## config.mk

```make
export PLATFORM = sky130hd
export DESIGN_NAME = shared_lkroute_scheduler_flat
export DESIGN_NICKNAME = d
export VERILOG_FILES = /design/src/rtl/shared_lkroute_scheduler_pkg.sv /design/src/rtl/shared_lkroute_scheduler_if.sv /design/src/rtl/shared_lkroute_scheduler_rr_arbiter.sv /design/src/rtl/shared_lkroute_scheduler.sv /design/src/flat_wrapper.sv
export SDC_FILE = /design/constraint.sdc
export NUM_CORES = 1
export LEC_CHECK = 0
export BUFFER_PORTS_ARGS = -buffer_cell sky130_fd_sc_hd__buf_2
export CORE_ASPECT_RATIO = 1.5
export CORE_MARGIN = 2
export CORE_UTILIZATION = 45
export DETAILED_ROUTE_END_ITERATION = 7
export GPL_ROUTABILITY_DRIVEN = 1
export PLACE_DENSITY = 0.7
export SLEW_MARGIN = 20
export SYNTH_ARGS = -nofsm -noshare
export SYNTH_HDL_FRONTEND = slang
export SYNTH_HIERARCHICAL = 1
export SYNTH_SLANG_ARGS = --single-unit
```

## constraint.sdc

```tcl
create_clock -name clk -period 12.4 [get_ports clk]
set_input_delay 0.62 -clock clk [delete_from_list [all_inputs] [get_ports clk]]
set_output_delay 0.62 -clock clk [all_outputs]
set_load 0.01 [all_outputs]
```

## src/rtl/shared_lkroute_scheduler_pkg.sv

```systemverilog
// Shared helpers for the look-ahead route scheduler: index width and
// slice offsets into P-packed buses.
package shared_lkroute_scheduler_pkg;

  // Index width for n items, never below one bit.
  function automatic int lk_log2(input int n);
    int w;
    w = 1;
    while ((1 << w) < n) w++;
    return w;
  endfunction

  // LSB position of slice i in a bus packed w bits per port.
  function automatic int lk_slice_lo(input int i, input int w);
    return i * w;
  endfunction

endpackage

```

## src/rtl/shared_lkroute_scheduler_if.sv

```systemverilog
// Requester-side and routing-unit-side signals of the scheduler.
interface shared_lkroute_scheduler_if #(
  parameter int P     = 5,
  parameter int EAw   = 3,
  parameter int DSTPw = 4
);
  logic [P-1:0]       req;
  logic [P*EAw-1:0]   dest_e_addr_all;
  logic [P*DSTPw-1:0] destport_all;
  logic [EAw-1:0]     rt_dest_e_addr;
  logic [DSTPw-1:0]   rt_destport;
  logic               rt_valid;
  logic [DSTPw-1:0]   rt_lkdestport;
  logic [P-1:0]       ack;
  logic [P*DSTPw-1:0] lkdestport_all;
  logic [P-1:0]       busy;

  modport slave (
    input  req, dest_e_addr_all, destport_all, rt_lkdestport,
    output rt_dest_e_addr, rt_destport, rt_valid, ack, lkdestport_all, busy
  );

  modport master (
    output req, dest_e_addr_all, destport_all, rt_lkdestport,
    input  rt_dest_e_addr, rt_destport, rt_valid, ack, lkdestport_all, busy
  );
endinterface

```

## src/rtl/shared_lkroute_scheduler_rr_arbiter.sv

```systemverilog
// Round-robin arbiter: search starts at the pointer, pointer moves past
// the winner on every grant and holds otherwise.
module shared_lkroute_scheduler_rr_arbiter #(
  parameter int P  = 5,
  parameter int PW = 3
) (
  input  logic          clk,
  input  logic          reset,
  input  logic [P-1:0]  req,
  output logic [P-1:0]  grant,
  output logic [PW-1:0] grant_idx,
  output logic          grant_vld
);
  logic [PW-1:0] ptr;

  // First requester at or after the pointer, wrapping modulo P.
  always_comb begin
    int c;
    c         = 0;
    grant     = '0;
    grant_idx = '0;
    grant_vld = 1'b0;
    for (int k = 0; k < P; k++) begin
      c = int'(ptr) + k;
      if (c >= P) c = c - P;
      if (!grant_vld && req[c]) begin
        grant_vld = 1'b1;
        grant_idx = PW'(c);
        grant[c]  = 1'b1;
      end
    end
  end

  // Pointer advances to the port after the winner.
  always_ff @(posedge clk or negedge reset) begin
    if (!reset)         ptr <= '0;
    else if (grant_vld) ptr <= (int'(grant_idx) == P - 1) ? '0 : grant_idx + 1'b1;
  end
endmodule

```

## src/rtl/shared_lkroute_scheduler.sv

```systemverilog
// Time-multiplexes one look-ahead routing unit among P input ports:
// arbitrates, issues, tracks tags through the unit latency, and returns
// each result to its port with a one-cycle ack.
module shared_lkroute_scheduler
  import shared_lkroute_scheduler_pkg::*;
#(
  parameter int P             = 5,
  parameter int EAw           = 3,
  parameter int DSTPw         = 4,
  parameter int ROUTE_LATENCY = 0
) (
  input logic                     clk,
  input logic                     reset,
  shared_lkroute_scheduler_if.slave bus
);
  localparam int PW = lk_log2(P);
  localparam int L  = ROUTE_LATENCY;

  logic [P-1:0]             busy_q, ack_q, elig, grant;
  logic [P-1:0][DSTPw-1:0]  lk_q;
  logic [PW-1:0]            grant_idx;
  logic                     grant_vld;
  logic [L:0]               vld_pipe;
  logic [PW-1:0]            idx_pipe [L:0];
  logic                     cap_vld;
  logic [PW-1:0]            cap_idx;

  assign elig = bus.req & ~busy_q;

  shared_lkroute_scheduler_rr_arbiter #(.P(P), .PW(PW)) u_arb (
    .clk       (clk),
    .reset     (reset),
    .req       (elig),
    .grant     (grant),
    .grant_idx (grant_idx),
    .grant_vld (grant_vld)
  );

  // Drive the shared unit from the granted port's slice; zero when idle.
  always_comb begin
    bus.rt_valid       = grant_vld;
    bus.rt_dest_e_addr = '0;
    bus.rt_destport    = '0;
    if (grant_vld) begin
      bus.rt_dest_e_addr = bus.dest_e_addr_all[lk_slice_lo(int'(grant_idx), EAw) +: EAw];
      bus.rt_destport    = bus.destport_all[lk_slice_lo(int'(grant_idx), DSTPw) +: DSTPw];
    end
  end

  // Stage 0 is the issue tag; stages 1..L mirror the unit's registers.
  assign vld_pipe[0] = grant_vld;
  assign idx_pipe[0] = grant_idx;

  for (genvar s = 1; s <= L; s++) begin : g_tag
    // Tag shift register stage s.
    always_ff @(posedge clk or negedge reset) begin
      if (!reset) begin
        vld_pipe[s] <= 1'b0;
        idx_pipe[s] <= '0;
      end else begin
        vld_pipe[s] <= vld_pipe[s-1];
        idx_pipe[s] <= idx_pipe[s-1];
      end
    end
  end

  assign cap_vld = vld_pipe[L];
  assign cap_idx = idx_pipe[L];

  // Capture results, pulse ack, and hold busy from issue through the ack cycle.
  always_ff @(posedge clk or negedge reset) begin
    if (!reset) begin
      ack_q  <= '0;
      busy_q <= '0;
      lk_q   <= '0;
    end else begin
      ack_q  <= cap_vld ? (P'(1) << cap_idx) : '0;
      busy_q <= (busy_q | grant) & ~ack_q;
      if (cap_vld) lk_q[cap_idx] <= bus.rt_lkdestport;
    end
  end

  assign bus.ack            = ack_q;
  assign bus.busy           = busy_q;
  assign bus.lkdestport_all = lk_q;
endmodule
```

## src/flat_wrapper.sv

```systemverilog
// flat-port wrapper written by rule: the top's interface ports become plain ports
module shared_lkroute_scheduler_flat import shared_lkroute_scheduler_pkg::*;
#(
  parameter int P             = 5,
  parameter int EAw           = 3,
  parameter int DSTPw         = 4,
  parameter int ROUTE_LATENCY = 0
)
  (clk, reset, bus_req, bus_dest_e_addr_all, bus_destport_all, bus_rt_lkdestport, bus_rt_dest_e_addr, bus_rt_destport, bus_rt_valid, bus_ack, bus_lkdestport_all, bus_busy);
  shared_lkroute_scheduler_if #(.P(P), .EAw(EAw), .DSTPw(DSTPw)) bus_i ();
  input logic clk;
  input logic reset;
  input wire logic [$bits(bus_i.req)-1:0] bus_req;
  input wire logic [$bits(bus_i.dest_e_addr_all)-1:0] bus_dest_e_addr_all;
  input wire logic [$bits(bus_i.destport_all)-1:0] bus_destport_all;
  input wire logic [$bits(bus_i.rt_lkdestport)-1:0] bus_rt_lkdestport;
  output wire logic [$bits(bus_i.rt_dest_e_addr)-1:0] bus_rt_dest_e_addr;
  output wire logic [$bits(bus_i.rt_destport)-1:0] bus_rt_destport;
  output wire logic [$bits(bus_i.rt_valid)-1:0] bus_rt_valid;
  output wire logic [$bits(bus_i.ack)-1:0] bus_ack;
  output wire logic [$bits(bus_i.lkdestport_all)-1:0] bus_lkdestport_all;
  output wire logic [$bits(bus_i.busy)-1:0] bus_busy;
  assign bus_i.req = bus_req;
  assign bus_i.dest_e_addr_all = bus_dest_e_addr_all;
  assign bus_i.destport_all = bus_destport_all;
  assign bus_i.rt_lkdestport = bus_rt_lkdestport;
  assign bus_rt_dest_e_addr = bus_i.rt_dest_e_addr;
  assign bus_rt_destport = bus_i.rt_destport;
  assign bus_rt_valid = bus_i.rt_valid;
  assign bus_ack = bus_i.ack;
  assign bus_lkdestport_all = bus_i.lkdestport_all;
  assign bus_busy = bus_i.busy;
  shared_lkroute_scheduler #(.P(P), .EAw(EAw), .DSTPw(DSTPw), .ROUTE_LATENCY(ROUTE_LATENCY)) u_core (.clk(clk), .reset(reset), .bus(bus_i));
endmodule
```

Word-level counts from Yosys, hierarchy flattened
Cells that the tools add are included. Widths: inputs -> output; s select.

Flip-flop bits (word level): 33. Input bits: 46.

$add $sub $neg: 10. Multipliers: 1. $lt $le $gt $ge: 17. Equality and inequality tests: 1. Shift-type cells: 3. Mux-type cells: 52. Bitwise gates (word level): 9. Reduce and logical (&&, ||, !) cells: 14.

Operators by type and width (number): $ge 32x1->1 const B (5); $lt 32x5->1 const B (5); $mux 32 (5); $shiftx 15x32->3 (1); $mux 5 (6); $or 5x5->5 (5); $mux 3 (7); $bwmux 20 (1); $mux 1 (20); $shiftx 20x6->4 (1); $sub 4x3->5 const B (4); $ge 4x3->1 const B (4); $bmux 1 s3 (5); $demux 1 s3 (5); $demux 4 s3 (1); $and 5x5->5 (2); $logic_and 1x1->1 (10); $not 5->5 (2); $add 3x2->4 const B (2); $mux 4 (2); $mul 3x2->5 const B (1); $shl 1x3->5 const A (1); $add 3x1->4 const B (1); $add 3x3->4 const B (1); 7 further kinds (10).

Longest topological paths before layout
Depth after elaboration: 23. Depth in mapped cells: 19. Depth with buffers taken out: 16.

Hierarchy
The synthesis kept the hierarchy.

By module, submodules not included: shared_lkroute_scheduler_rr_arbiter (instances 1, cells an instance 260, area each 1805.5 um^2, seq. area each 75.1 um^2); shared_lkroute_scheduler (instances 1, cells an instance 112, area each 1421.4 um^2, seq. area each 750.7 um^2).

Worst setup path before layout
No wires, ideal clock.

Path type: reg2out. Start point: reg u_core.u_arb.ptr[1]. End point: out bus_rt_dest_e_addr[0]. Arrival: 4.378 ns. Required time: 11.780 ns. Slack: 7.402 ns. Stages on the path, launching flop included: 17. Cell sequence: dfrtp_1 clkbuf_1 inv_1 ha_1 buf_6 or4_4 o22a_1 a221o_1 a311oi_4 o211ai_4 a21oi_1 nor2b_1 or3_1 buf_6 buf_2 mux2i_1 o221ai_1.

Longest elaborated chain between the ends: 21.

RTL lines: from (decl) (RTL line shared_lkroute_scheduler_rr_arbiter.sv:14) `logic [PW-1:0] ptr;`; from (signal assigned) (RTL line shared_lkroute_scheduler_rr_arbiter.sv:37) `else if (grant_vld) ptr <= (int'(grant_idx) == P - 1) ? '0 : grant_idx + 1'b1;`; branches (longest 17 deep; another with $sub 4x3->5); $mux 3 (*) (RTL line shared_lkroute_scheduler_rr_arbiter.sv:26) `if (!grant_vld && req[c]) begin`; net u_core.cap_idx[1] (RTL line shared_lkroute_scheduler.sv:26) `logic [PW-1:0] cap_idx;`; $mul 3x2->5 (*) (RTL line shared_lkroute_scheduler_pkg.sv:15) `return i * w;`; $shiftx 15x32->3 (*) (RTL line shared_lkroute_scheduler.sv:45) `bus.rt_dest_e_addr = bus.dest_e_addr_all[lk_slice_lo(int'(grant_idx), EAw) +: EAw];`; $mux 3 (*) (RTL line shared_lkroute_scheduler.sv:44) `if (grant_vld) begin`; to (decl) (RTL line flat_wrapper.sv:17) `output wire logic [$bits(bus_i.rt_dest_e_addr)-1:0] bus_rt_dest_e_addr;`.

Mark *: on every way through the listed nets, which the timed path passes. The select of a mux whose other input is x is not followed.

Worst setup path after layout
Start point: reg u_core.u_arb.ptr[0]. End point: out bus_rt_dest_e_addr[0].

The elaborated chain is that of the path after synthesis.

==> results.cfg <==
[status]
status = completed

[yosys]
syn_avg_cell_area_um2 = 8.674
yosysSeqAreaShare = 0.2559
synth_area_um2 = 3227
ys_seq_elements = 33
async_flop_share = 1.000
synth_ff_type = dfrtp_1
synth.net_count = 433
synthTopCellsByArea = dfrtp_1 (26%), mux2_2 (9.1%), ha_1 (5.4%), mux2i_1 (5.0%), nor2_1 (4.1%)
yosysWarnings = 6
synth_edf_count = 0
synth_cell_types = 73
yosysTopAreaCellShare = 0.2559
synth_top_area_cell = dfrtp_1
synthCells = 372

[critical_path]
critPathKind = reg -> out
r2r-start = u_core/u_arb/ptr[0]
worst_setup_path_start_kind = register
cp.required_ps = 11780
rrSetupSlack_ps = 6190
critPathCaptureType = primary output
cp.arrival_ps = 6040
worstPathMaxFanout = 38
crit_slowest_cell = ha_1
reg2reg_depth = 14
worstReg2RegEnd = u_core/bus.lkdestport_all[10]
crit_start = u_core/u_arb/ptr[0]
cp_cell_sequence = buf_4 -> inv_1 -> ha_1 -> mux2i_1 -> mux4_2 -> o2bb2ai_1 -> a311oi_4 -> o211ai_4 -> a21oi_1 -> nor2b_1 -> or3_1 -> nor4b_4 -> nand2_1 -> o221ai_1 -> buf_2
crit_path_max_incr_delay_ps = 930
path_buf_inv = 3
cp_top_family = simple AND/OR/NAND/NOR gates

[sta]
hold_viol_final = 0
worstMarginPinSlew_ps = 897.0
final.setup.tns_ps = 0
max_freq_mhz = 150.1
final-setup-viol-count = 0
fin_crit_ps = 6661
slew_violations = 0
rsz0062_at_grt = no
fin_worst_skew_ps = 4.166
fin_crit_sh = 0.5372
relSlewSlack = 0.4020

[floorplan]
coreArea_um2 = 6898
die_x_um = 73.14
die_h_um = 107.7
pin_count = 84
start_util = 0.4678
die-area_um2 = 7878
fp-row-count = 37

[final_layout]
drive_gt1_frac = 0.2993
nFillCells = 628
finalNetCount = 502
area_growth_pct = 16.05
num_antenna_cells = 0

[clock_network]
clock-sinks = 33
tritoncts = done
clock_path_buffers = 2
clk_latency_ps = 280
h-tree-depth = 2
cts-hold-fix-buffers = 0
cts_resized = 0
post-cts-setup-buffer-count = 0
numCtsBuffers = 5
cts_root_buf = clkbuf_8
path_clk_slew_ps = 70

[drt]
vias = 3286
drt_iter0_drc = 242
firstDrtPassIters = 5
antenna_left = 0
wl_mm = 9.730
via_per_inst = 6.331
drc = 0
post_drt_wl_per_cell_um = 18.75

[grt]
grt_pass1_wl_mm = 15.48
grt_max_degree = 39
antenna_found_initial = 0
grt_pass1_vias = 3281
gr-total-overflow = 0
grtUsageTotal = 0.2490

[place]
dpl.hpwl_mm = 7.590
numPortBuffers = 83
gp_congestion = 0.9544

[job]
maxCapViolations = 0

[min_path]
hold_path_class = in -> async
[synthesized netlist by cell type, types with 3 or more instances]
| cell type | instances |
|---|---|
| nor2_1 | 35 |
| o31ai_1 | 5 |
| a211oi_1 | 7 |
| and2_1 | 3 |
| nor3_1 | 8 |
| ha_1 | 14 |
| or3_1 | 3 |
| o21ai_0 | 16 |
| dfrtp_1 | 33 |
| nand3_1 | 12 |
| a21oi_1 | 21 |
| a22oi_1 | 6 |
| o21a_1 | 5 |
| nand3b_1 | 4 |
| buf_2 | 3 |
| o221ai_1 | 7 |
| inv_1 | 11 |
| o22ai_1 | 5 |
| nor2b_1 | 11 |
| a21o_1 | 5 |
| nand2b_1 | 4 |
| clkbuf_1 | 12 |
| and3_1 | 3 |
| a32oi_1 | 3 |
| mux2_2 | 26 |
| a31oi_1 | 4 |
| o21bai_1 | 3 |
| a211o_1 | 4 |
| o22a_1 | 4 |
| nand2_1 | 24 |
| mux2i_1 | 16 |
[cell usage in the layout (no fill, tap or decap), drive strengths merged, types with 4 or more instances in the layout]
cell type,Yosys,final
buf,8,84
o22ai,5,5
nor3,8,8
a21o,5,5
nand2b,4,4
o31ai,5,5
a211oi,7,7
nand2,24,24
a31oi,4,4
nand3,12,12
nor2,36,36
dfrtp,33,33
o21a,5,5
inv,11,11
mux2,26,26
clkbuf,14,5
o22a,4,4
o21ai,16,16
a211o,4,4
mux2i,16,16
nor2b,12,12
nand3b,5,5
ha,14,14
a22oi,6,6
o221ai,7,7
a21oi,21,21
[metal layers]
metal	vias to the layer above	track usage	wire length (um)
met5	-	0	0
met4	0	0.1481	588
met3	37	0.03277	462
met2	144	0.4524	5150
met1	1560	0.2637	3529
li1	1545	-	-
[how the worst max path moves through the flow]
stage | endpoint | slack (ps) | cells past startpoint
6_report | bus_rt_dest_e_addr[0] | 5740 | 15
5_1_grt | bus_rt_dest_e_addr[2] | 5340 | 15
4_1_cts | bus_rt_dest_e_addr[0] | 5800 | 15
3_5_place_dp | bus_rt_dest_e_addr[0] | 6120 | 15
3_3_place_gp | bus_rt_destport[2] | 6270 | 15
2_1_floorplan | bus_rt_dest_e_addr[0] | 7400 | 16
[per-stage QoR]
step | cell area (um^2) | setup WS, ps | instances | hold slack, ps | util
3_3_place_gp | 3640 | 6274 | 512 | 409.9 | 0.5277
6_report | 3745 | 5739 | 519 | 390.2 | 0.5429
5_1_grt | 3745 | 5344 | 519 | 435.4 | 0.5429
4_1_cts | 3744 | 5804 | 519 | 413.0 | 0.5427
2_1_floorplan | 3227 | 7402 | 372 | 324.4 | -
3_5_place_dp | 3640 | 6125 | 512 | 410.8 | 0.5277
[flip-flops by register name (all words and copies together) (netlist names)]
| register | count |
|---|---|
| u_core/bus.ack | 5 |
| u_core/bus.busy | 5 |
| u_core/u_arb/ptr | 3 |
| u_core/bus.lkdestport_all | 20 |
[logic make-up after synthesis]
group	Yosys count	synth area share
xor gates and xnor gates	3	0.008144
DFF	33	0.2559
AOI/OAI and AO/OA	117	0.2664
muxes	43	0.1473
buffers and inverters	33	0.04614
adders and majority gates	15	0.06049
and+or+nand+nor	128	0.2156
[final cells by class]
cell class                 instances  area (um^2)  area share
timing repair buffer              84        422.9      0.1129
multi-input combinational        306         2253      0.6017
tap                               78        97.59     0.02606
clock buffer                       5        68.82     0.01838
inverter                          11        41.29     0.01103
sequential                        33        825.8      0.2205
clock inverter                     2        35.03    0.009355
Power is left out: the tool's default activity adds up to more than one toggle a clock period on the data nets, which glitch-free logic cannot reach.
